===== config.mk =====
export PLATFORM = sky130hd
export DESIGN_NAME = custom_instr_accum_unit
export DESIGN_NICKNAME = d
export VERILOG_FILES = /design/src/rtl/custom_instr_accum_pkg.sv /design/src/rtl/custom_instr_accum_pipe.sv /design/src/rtl/custom_instr_accum_unit.sv
export SDC_FILE = /design/constraint.sdc
export NUM_CORES = 2
export LEC_CHECK = 0
export ABC_AREA = 0
export ABC_CLOCK_PERIOD_IN_PS = 22200
export CORE_MARGIN = 1.5
export CORE_UTILIZATION = 65
export CTS_BUF_LIST = sky130_fd_sc_hd__clkbuf_4 sky130_fd_sc_hd__clkbuf_8 sky130_fd_sc_hd__clkbuf_16
export DETAILED_ROUTE_END_ITERATION = 10
export GPL_ROUTABILITY_DRIVEN = 0
export PLACE_DENSITY = 0.81
export SLEW_MARGIN = 30
export SYNTH_ARGS = -nofsm -noshare
export SYNTH_HDL_FRONTEND = slang
export SYNTH_SLANG_ARGS = --single-unit

===== constraint.sdc =====
create_clock -name clk -period 22.2 [get_ports clk]
set_clock_uncertainty 0.1 [all_clocks]
set_input_delay 2.22 -clock clk [delete_from_list [all_inputs] [get_ports clk]]
set_output_delay 2.22 -clock clk [all_outputs]
set_load 0.05 [all_outputs]

===== src/rtl/custom_instr_accum_pkg.sv =====
// Shared types and helpers for the custom_0 accumulator unit.
// Holds the custom_0 opcode value, the minor opcode enum, index types and
// the signed saturating add used when CUSTOM_INSTR_ACCUM_SATURATE_EN is defined.
package custom_instr_accum_pkg;

  localparam logic [4:0] CUSTOM_0 = 5'b00010;

  typedef enum logic [2:0] {
    MINOR_LOAD     = 3'd0,
    MINOR_ADD      = 3'd1,
    MINOR_READ     = 3'd2,
    MINOR_SUB      = 3'd3,
    MINOR_MAC      = 3'd4,
    MINOR_CLEAR    = 3'd5,
    MINOR_READCLR  = 3'd6,
    MINOR_RESERVED = 3'd7
  } minor_op_e;

  // Wide enough to hold any practical hart or accumulator index; used for
  // range checks against the configured counts.
  localparam int unsigned IDX_W = 16;
  typedef logic [IDX_W-1:0] hid_t;
  typedef logic [IDX_W-1:0] sel_t;

  typedef struct packed {
    logic               sat;
    logic signed [127:0] val;
  } sat_res_t;

  // Signed add clamped to a w-bit two's-complement range (w <= 63).
  function automatic sat_res_t sat_add(input logic signed [127:0] a,
                                       input logic signed [127:0] b,
                                       input int unsigned         w);
    logic signed [127:0] sum;
    logic signed [127:0] max_v;
    logic signed [127:0] min_v;
    sat_res_t            r;
    sum   = a + b;
    max_v = $signed((128'd1 << (w - 1)) - 128'd1);
    min_v = -max_v - 128'sd1;
    r.sat = 1'b0;
    r.val = sum;
    if (sum > max_v) begin
      r.sat = 1'b1;
      r.val = max_v;
    end else if (sum < min_v) begin
      r.sat = 1'b1;
      r.val = min_v;
    end
    return r;
  endfunction

endpackage


===== src/rtl/custom_instr_accum_pipe.sv =====
// Fixed-latency delay line carrying {valid, data} for instruction results.
// Latency: exactly LATENCY cycles from vld_i/dat_i to vld_o/dat_o.
// Backpressure: none; shifts every cycle, reset clears all stages at once.
module custom_instr_accum_pipe #(
  parameter int unsigned LATENCY = 1,
  parameter int unsigned WIDTH   = 32
) (
  input  logic             clk_i,
  input  logic             rst_ni,
  input  logic             vld_i,
  input  logic [WIDTH-1:0] dat_i,
  output logic             vld_o,
  output logic [WIDTH-1:0] dat_o
);

  logic [LATENCY-1:0]            vld_q;
  logic [LATENCY-1:0][WIDTH-1:0] dat_q;

  // Shift register: stage 0 captures the input, later stages follow.
  always_ff @(posedge clk_i or negedge rst_ni) begin
    if (!rst_ni) begin
      vld_q <= '0;
      dat_q <= '0;
    end else begin
      vld_q[0] <= vld_i;
      dat_q[0] <= dat_i;
      for (int i = 1; i < int'(LATENCY); i++) begin
        vld_q[i] <= vld_q[i-1];
        dat_q[i] <= dat_q[i-1];
      end
    end
  end

  assign vld_o = vld_q[LATENCY-1];
  assign dat_o = dat_q[LATENCY-1];

endmodule


===== src/rtl/custom_instr_accum_unit.sv =====
// Per-hart accumulator responder for custom_0 instructions (8 minor opcodes).
// Latency: RESULT_LATENCY (1..4) cycles from accept to result_out; one instr/cycle.
// Backpressure: none, never stalls. Optional CUSTOM_INSTR_ACCUM_SATURATE_EN = signed clamp.
module custom_instr_accum_unit
  import custom_instr_accum_pkg::*;
#(
  parameter int unsigned       HART_COUNT     = 2,
  parameter int unsigned       ACC_COUNT      = 4,
  parameter int unsigned       DATA_W         = 32,
  parameter int unsigned       RESULT_LATENCY = 1,
  parameter logic [DATA_W-1:0] DEFAULT_RESULT = 32'hdeadbeef,
  localparam int unsigned      HID_W = (HART_COUNT > 1) ? $clog2(HART_COUNT) : 1,
  localparam int unsigned      SEL_W = (ACC_COUNT > 1) ? $clog2(ACC_COUNT) : 1
) (
  input  logic              clk,
  input  logic              rst,
  input  logic              valid_in,
  input  logic [HID_W-1:0]  hid_in,
  input  logic [4:0]        major_opcode_in,
  input  logic [2:0]        minor_opcode_in,
  input  logic [DATA_W-1:0] op1_in,
  input  logic [DATA_W-1:0] op2_in,
  input  logic [31:0]       imm_in,
  input  logic [6:0]        funct7_in,
  output logic [DATA_W-1:0] result_out,
  output logic [15:0]       illegal_count_out
);

  logic [DATA_W-1:0] acc_q [HART_COUNT][ACC_COUNT];
  logic [15:0]       illegal_cnt_q, illegal_cnt_d;

  minor_op_e         minor;
  logic [SEL_W-1:0]  sel;
  logic              hid_ok, sel_ok, accept, illegal;
  logic [DATA_W-1:0] acc_old, acc_new;
  logic              wr_en, clr_all, rd_en;
  logic              pipe_vld;
  logic [DATA_W-1:0] pipe_dat;
  logic              unused_imm;

  assign minor      = minor_op_e'(minor_opcode_in);
  assign sel        = imm_in[SEL_W-1:0];
  assign unused_imm = ^imm_in;
  assign hid_ok     = hid_t'(hid_in) < hid_t'(HART_COUNT);
  assign sel_ok     = sel_t'(sel) < sel_t'(ACC_COUNT);
  assign accept     = valid_in && (major_opcode_in == CUSTOM_0) && hid_ok;
  assign illegal    = (minor == MINOR_RESERVED) || (funct7_in != 7'd0);
  // Reads see state as of the accept edge: this is the pre-write value.
  assign acc_old    = sel_ok ? acc_q[hid_in][sel] : '0;

`ifdef CUSTOM_INSTR_ACCUM_SATURATE_EN
  logic [HART_COUNT-1:0][ACC_COUNT-1:0] acc_sat_q;
  logic signed [127:0]         old_ext, op2_ext, prod_ext;
  logic signed [2*DATA_W-1:0]  prod_s;
  sat_res_t                    add_r, sub_r, mac_r;
  logic                        sat_hit, sat_clr;
  logic                        unused_sat;

  assign old_ext  = {{(128-DATA_W){acc_old[DATA_W-1]}}, acc_old};
  assign op2_ext  = {{(128-DATA_W){op2_in[DATA_W-1]}}, op2_in};
  assign prod_s   = $signed({{DATA_W{op1_in[DATA_W-1]}}, op1_in}) *
                    $signed({{DATA_W{op2_in[DATA_W-1]}}, op2_in});
  assign prod_ext = {{(128-2*DATA_W){prod_s[2*DATA_W-1]}}, prod_s};
  assign add_r    = sat_add(old_ext, op2_ext, DATA_W);
  assign sub_r    = sat_add(old_ext, -op2_ext, DATA_W);
  assign mac_r    = sat_add(old_ext, prod_ext, DATA_W);
  assign unused_sat = ^{add_r.val[127:DATA_W], sub_r.val[127:DATA_W], mac_r.val[127:DATA_W]};
`else
  logic [DATA_W-1:0] prod_lo;
  assign prod_lo = op1_in * op2_in;
`endif

  // Decode the accepted instruction into write/clear/read actions.
  always_comb begin
    acc_new = acc_old;
    wr_en   = 1'b0;
    clr_all = 1'b0;
    rd_en   = 1'b0;
`ifdef CUSTOM_INSTR_ACCUM_SATURATE_EN
    sat_hit = 1'b0;
    sat_clr = 1'b0;
`endif
    if (accept && !illegal && sel_ok) begin
      unique case (minor)
        MINOR_LOAD: begin
          wr_en   = 1'b1;
          acc_new = op1_in;
`ifdef CUSTOM_INSTR_ACCUM_SATURATE_EN
          sat_clr = 1'b1;
`endif
        end
        MINOR_ADD: begin
          wr_en = 1'b1;
`ifdef CUSTOM_INSTR_ACCUM_SATURATE_EN
          acc_new = add_r.val[DATA_W-1:0];
          sat_hit = add_r.sat;
`else
          acc_new = acc_old + op2_in;
`endif
        end
        MINOR_SUB: begin
          wr_en = 1'b1;
`ifdef CUSTOM_INSTR_ACCUM_SATURATE_EN
          acc_new = sub_r.val[DATA_W-1:0];
          sat_hit = sub_r.sat;
`else
          acc_new = acc_old - op2_in;
`endif
        end
        MINOR_MAC: begin
          wr_en = 1'b1;
`ifdef CUSTOM_INSTR_ACCUM_SATURATE_EN
          acc_new = mac_r.val[DATA_W-1:0];
          sat_hit = mac_r.sat;
`else
          acc_new = acc_old + prod_lo;
`endif
        end
        MINOR_READ: rd_en = 1'b1;
        MINOR_CLEAR: begin
          clr_all = 1'b1;
`ifdef CUSTOM_INSTR_ACCUM_SATURATE_EN
          sat_clr = 1'b1;
`endif
        end
        MINOR_READCLR: begin
          rd_en   = 1'b1;
          wr_en   = 1'b1;
          acc_new = '0;
`ifdef CUSTOM_INSTR_ACCUM_SATURATE_EN
          sat_clr = 1'b1;
`endif
        end
        default: ;
      endcase
    end
  end

  // Accumulator array: CLEAR wipes the whole hart, otherwise one entry is written.
  always_ff @(posedge clk or negedge rst) begin
    if (!rst) begin
      for (int h = 0; h < int'(HART_COUNT); h++)
        for (int a = 0; a < int'(ACC_COUNT); a++)
          acc_q[h][a] <= '0;
    end else if (clr_all) begin
      for (int a = 0; a < int'(ACC_COUNT); a++)
        acc_q[hid_in][a] <= '0;
    end else if (wr_en) begin
      acc_q[hid_in][sel] <= acc_new;
    end
  end

`ifdef CUSTOM_INSTR_ACCUM_SATURATE_EN
  // Sticky clamp flags, cleared by LOAD/READCLR (one entry) or CLEAR (whole hart).
  always_ff @(posedge clk or negedge rst) begin
    if (!rst) begin
      acc_sat_q <= '0;
    end else if (clr_all) begin
      acc_sat_q[hid_in] <= '0;
    end else if (sat_clr) begin
      acc_sat_q[hid_in][sel] <= 1'b0;
    end else if (sat_hit) begin
      acc_sat_q[hid_in][sel] <= 1'b1;
    end
  end
`endif

  // Illegal-instruction counter, sticks at all-ones.
  always_comb begin
    illegal_cnt_d = illegal_cnt_q;
    if (accept && illegal && (illegal_cnt_q != 16'hffff))
      illegal_cnt_d = illegal_cnt_q + 16'd1;
  end

  // Counter register.
  always_ff @(posedge clk or negedge rst) begin
    if (!rst) illegal_cnt_q <= '0;
    else      illegal_cnt_q <= illegal_cnt_d;
  end

  custom_instr_accum_pipe #(
    .LATENCY (RESULT_LATENCY),
    .WIDTH   (DATA_W)
  ) u_pipe (
    .clk_i  (clk),
    .rst_ni (rst),
    .vld_i  (rd_en),
    .dat_i  (acc_old),
    .vld_o  (pipe_vld),
    .dat_o  (pipe_dat)
  );

  assign result_out        = pipe_vld ? pipe_dat : DEFAULT_RESULT;
  assign illegal_count_out = illegal_cnt_q;

endmodule


# Word-level counts from Yosys, hierarchy flattened
# Cells that the tools add are included.
# W data, S select, Z words.
[classes]
muxes = 30
reduce_logical = 13
magnitude_cmp = 4
bitwise = 10
n_eq_ne = 9
n_mul = 1
add_sub_neg = 4
[ops]
columns = ["cell", "count"]
rows = [
  ["$and A256 B256 Y256", 4],
  ["$not A256 Y256", 4],
  ["$demux W128 S1", 5],
  ["$mux W128", 5],
  ["$mux W256", 2],
  ["$bwmux W256", 1],
  ["$mux W32", 6],
  ["$pmux W32 S5", 1],
  ["$mux W96", 1],
  ["$add A32 B32 Y32", 2],
  ["$bmux W32 S2", 1],
  ["$demux W32 S2", 1],
  ["$mux W64", 1],
  ["$mul A32 B32 Y32", 1],
  ["$sub A32 B32 Y32", 1],
  ["$add A16 B1 Y16 const B", 1],
  ["$ne A16 B16 Y1 const B", 1],
  ["$eq A3 B3 Y1 const B", 4],
  ["$reduce_bool A7 Y1", 1],
  ["$eq A3 B2 Y1 const B", 2],
  ["$logic_and A1 B1 Y1", 6],
  ["$mux W1", 6],
  ["$eq A5 B2 Y1 const B", 1],
  ["$reduce_or A5 Y1", 1],
  ["other kinds (12)", 12],
]
[word_totals]
out_inout_bits = 48
input_bits = 115
ff_bits = 305

# Depth between registers and ports, before layout
[logic_depth]
word_depth = 13
mapped_depth = 35

# By module
# A second synthesis with hierarchy kept.
[hier_totals]
hier_cells = 3527
hier_area_um2 = 31898.1
[by_module_without_submodules]
columns = ["module", "seq_area_each_um2", "area_per_inst_um2", "cells_each", "n_inst"]
rows = [
  ["custom_instr_accum_unit", 6806.5, 31072.3, 3494, 1],
  ["custom_instr_accum_pipe", 825.8, 825.8, 33, 1],
]

# Least setup slack after synthesis
# No wires, ideal clock.
[synth_timing]
path_type = "input port to flip-flop"
from = "in imm_in[1]"
to = "reg acc_q[92] (netlist name)"
cell_stages = 35
t_arrival_ps = 10596
slack_ps = 11366
n_path_buf = 5
setup_time_ps = 138
cell_sequence = "clkbuf_1 nor2b_1 and2_0 clkbuf_1 clkbuf_1 buf_1 a22oi_1 and3_1 fa_1 inv_1 fa_1 fa_1 inv_1 fa_1 inv_1 fa_1 inv_1 fa_1 inv_1 fa_1 inv_1 fa_1 inv_1 ha_1 clkbuf_1 a21oi_1 a21oi_1 nor4b_1 a31oi_1 a31o_2 a31o_2 a21oi_1 xor2_1 o22a_1 o221ai_1"
[synth_via]
elab_chain_len = 10
elab_cells_between_ends = 19
[synth_lines]
columns = ["element", "line", "source"]
rows = [
  ["from (decl)", "custom_instr_accum_unit.sv:23", "input logic [31:0] imm_in,"],
  ["$not A2 Y3 (implied by the code) *", "custom_instr_accum_unit.sv:49, custom_instr_accum_unit.sv:149", ""],
  ["$bmux W32 S2, or another cell as far along", "custom_instr_accum_unit.sv:49", "assign acc_old = sel_ok ? acc_q[hid_in][sel] : '0;"],
  ["$mux W32 (implied by the code) / $logic_and A1 B1 Y1 (equally long branches)", "custom_instr_accum_unit.sv:49, custom_instr_accum_unit.sv:149", ""],
  ["$mux W32, on equally long branches", "custom_instr_accum_unit.sv:49, custom_instr_accum_unit.sv:149", ""],
  ["$add A32 B32 Y32, or another cell as far along", "custom_instr_accum_unit.sv:116", "acc_new = acc_old + prod_lo;"],
  ["$pmux W32 S5 / $mux W128 (equally long branches)", "custom_instr_accum_unit.sv:84, custom_instr_accum_unit.sv:149", ""],
  ["$mux W32 / $demux W128 S1 (equally long branches)", "custom_instr_accum_unit.sv:83, custom_instr_accum_unit.sv:149", ""],
  ["$bwmux W256 *", "custom_instr_accum_unit.sv:149", "acc_q[hid_in][sel] <= acc_new;"],
  ["$mux W256 *", "custom_instr_accum_unit.sv:148", "end else if (wr_en) begin"],
  ["$mux W256 *", "custom_instr_accum_unit.sv:145", "end else if (clr_all) begin"],
  ["to (signal, indexed assignment)", "custom_instr_accum_unit.sv:149", ""],
  ["to (decl)", "custom_instr_accum_unit.sv:29", "logic [DATA_W-1:0] acc_q [HART_COUNT][ACC_COUNT];"],
]
# Mark *: on every way between the ends. The rest lies on a longest branch, timed or not. The select of a mux whose other input is x is not followed.
# A chain may end at the register's enable or synchronous reset.

# Worst setup path in the final report
[layout_timing]
from = "in imm_in[0]"
to = "reg acc_q[63] (netlist name)"
# Same word-level chain as after synthesis.

==> impl_metrics.py <==
metrics = {
    "sta": {
        "tightest_slew_ps": 1114,
        "period_share_pct": 55.46,
        "maxSlewHeadroom_pct": 25.55,
        "final.min_clock_period_ps": 12310,
        "tns_ps": 0,
        "hold_viol_final": 0,
        "max_freq_ghz": 0.08122,
        "rsz0062_at_grt": "no",
        "maxSlewViolCount": 0,
        "setup_violations": 0,
    },
    "die": {
        "die_w_um": 227.3,
        "core_um2": 49250,
        "die_y_um": 227.3,
        "placementRows": 81,
        "ios": 163,
        "initial_core_util_pct": 66.36,
        "die-area_um2": 51640,
    },
    "setup_path": {
        "r2r_end": "acc_q[63]$_DFFE_PN0P_",
        "crit_start": "imm_in[0]",
        "cp.required_ps": 22500,
        "criticalPathCategory": "input pin to register",
        "slowest_stage": "a2111oi_4",
        "end_kind": "register",
        "reg2reg_from": "acc_q[238]$_DFFE_PN0P_",
        "r2r_cells": 28,
        "endpoint": "acc_q[63]$_DFFE_PN0P_",
        "startpoint_type": "input pin",
        "max_stage_delay_ps": 600,
        "rrSetupSlack_ps": 13100,
        "crit_fanout": 38,
        "cp.arrival_ps": 12610,
        "cp_common_cell": "fa_1",
    },
    "yosys": {
        "synth_commonest_cells": "521 x inv_1, 479 x nand2_1, 439 x fa_1, 328 x and2_1, 305 x dfrtp_1",
        "synth.largest_area_cell": "fa_1",
        "synthesis.area_um2": 32690,
        "synth_edf_count": 0,
        "syn_nets": 4260,
        "ys_ff_latch": 305,
        "syn_avg_cell_area_um2": 9.210,
        "synthTopCellsByArea": "fa_1 27%, dfrtp_1 23%, and2_1 6.3%, ha_1 6.0%, inv_1 6.0%",
        "yosysUniqueCellTypes": 71,
        "ys.warnings.count": 0,
        "yosysMostFrequentCell": "inv_1",
        "synthFlopType": "dfrtp_1",
        "postSynthCellCount": 3549,
        "async_reset_ff_share_pct": 100.0,
        "synth_top_area_share_pct": 26.89,
        "ys_seq_area_share_pct": 23.35,
    },
    "global_routing": {
        "track_usage_pct": 40.84,
        "use_met1_pct": 52.84,
        "grt_max_degree": 83,
        "met3_usage_pct": 11.42,
        "grt_overflow": 0,
        "grt_pass1_vias": 29010,
        "grt_first_pass_wirelength_mm": 160.5,
        "top_usage_layer": "met2",
        "met2_usage_pct": 62.61,
        "antenna_found_initial": 2,
    },
    "clocking": {
        "cts_tree": "built",
        "cts_resized": 0,
        "insertion_delay_ps": 580,
        "clockBufferDepth": 3,
        "htreeDepth": 1,
        "cts_root_buffer": "clkbuf_16",
        "post-cts-setup-buffers": 0,
        "cts.clk_slew.worst_paths_ps": 60,
        "cts_buffers": 30,
        "postCtsHoldBufs": 0,
        "clock_sink_count": 305,
    },
    "layout": {
        "diodes": 0,
        "area_delta_synth_final_pct": 8.739,
        "final_nets": 4260,
        "layout-drive-gt1-share_pct": 4.901,
    },
    "placed_design": {
        "numPortBuffers": 132,
        "dpl.hpwl_mm": 71.26,
    },
    "detailed_routing": {
        "num_vias": 27460,
        "vias_per_cell": 6.484,
        "drt_iter0_drc": 2906,
        "firstDrtPassIters": 10,
        "drt-wirelength-per-cell_um": 23.98,
        "wirelength_mm": 101.5,
        "drc": 0,
        "postRouteAntennaNets": 0,
    },
    "run": {
        "max_cap_violations": 0,
    },
    "hold_path": {
        "min_path_type": "register to register",
    },
    "outcome": {
        "outcome": "complete, no violations",
    },
}
-- critical path: cells and delay by family --
kind / cells / cell delay, ps
AOI/OAI and AO/OA: 10 / 2600
adders and majority gates: 9 / 4440
buffers and inverters: 10 / 1670
and+or+nand+nor: 5 / 1630
-- logic make-up after synthesis --
family                     after synthesis  share of synthesized area, %
and+or+nand+nor                       1068                         16.14
buffers and inverters                  746                         8.601
AOI/OAI and AO/OA                      647                         13.70
adders and majority gates              596                         32.90
DFF                                    305                         23.35
xor gates and xnor gates               151                         4.046
muxes                                   36                         1.267
-- registers in the layout, summed over array words and instances (netlist names) --
register,flops
acc_q,256
u_pipe.dat_o,32
illegal_count_out,16
u_pipe.vld_o,1
-- cell usage in the layout, fill, tap and decap left out, types with 30 or more instances in the layout --
cell             instances
a22oi_1                 77
buf_4                   56
inv_1                  521
fa_1                   439
nor2_1                  80
nand2b_1                36
ha_1                   157
o21ai_0                190
xor2_1                  49
a21oi_1                 76
clkdlybuf4s50_1        124
nand2_1                470
a22o_1                 112
dfrtp_1                305
and2_1                 329
xnor2_1                102
clkbuf_16               30
-- layout make-up --
type | count | area, um2
Clock inverter | 9 | 143.9
Sequential cell | 305 | 7632
Inverter | 521 | 1956
Clock buffer | 45 | 900.9
Fill cell | 3626 | 13710
Multi-Input combinational cell | 2498 | 22300
Timing Repair Buffer | 193 | 1777
Tap cell | 664 | 830.8
-- worst min-delay path by stage --
| stage | start | to | cells past startpoint |
|---|---|---|---|
| after global placement | acc_q[157]$_DFFE_PN0P_ | acc_q[157]$_DFFE_PN0P_ | 2 |
| after detailed placement | acc_q[56]$_DFFE_PN0P_ | acc_q[56]$_DFFE_PN0P_ | 2 |
| after global routing | acc_q[141]$_DFFE_PN0P_ | acc_q[141]$_DFFE_PN0P_ | 2 |
| after floorplan | acc_q[109]$_DFFE_PN0P_ | acc_q[109]$_DFFE_PN0P_ | 2 |
| after CTS | acc_q[56]$_DFFE_PN0P_ | acc_q[56]$_DFFE_PN0P_ | 2 |
| final | acc_q[56]$_DFFE_PN0P_ | acc_q[56]$_DFFE_PN0P_ | 2 |
-- metal layers --
metal  up-vias  wire [um]
li1      11420          -
met1     13560      36310
met2      2000      45520
met3       481      13470
met4         0       6251
met5         -          0
-- per-stage QoR --
stage	area (um2)	worst slack (ps)	utilization [%]	hold slack, ps	instances
floorplan	32690	11370	-	344.4	3549
global placement	34440	9766	69.93	356.2	4177
detailed placement	34470	9529	69.99	366.1	4180
CTS	35520	10080	72.11	381.2	4234
global route	35540	9665	72.16	399.6	4235
finish	35540	9888	72.16	377.3	4235
Power is not shown: default switching activity piles up to over one toggle a cycle in this logic, so the estimate is an artifact.
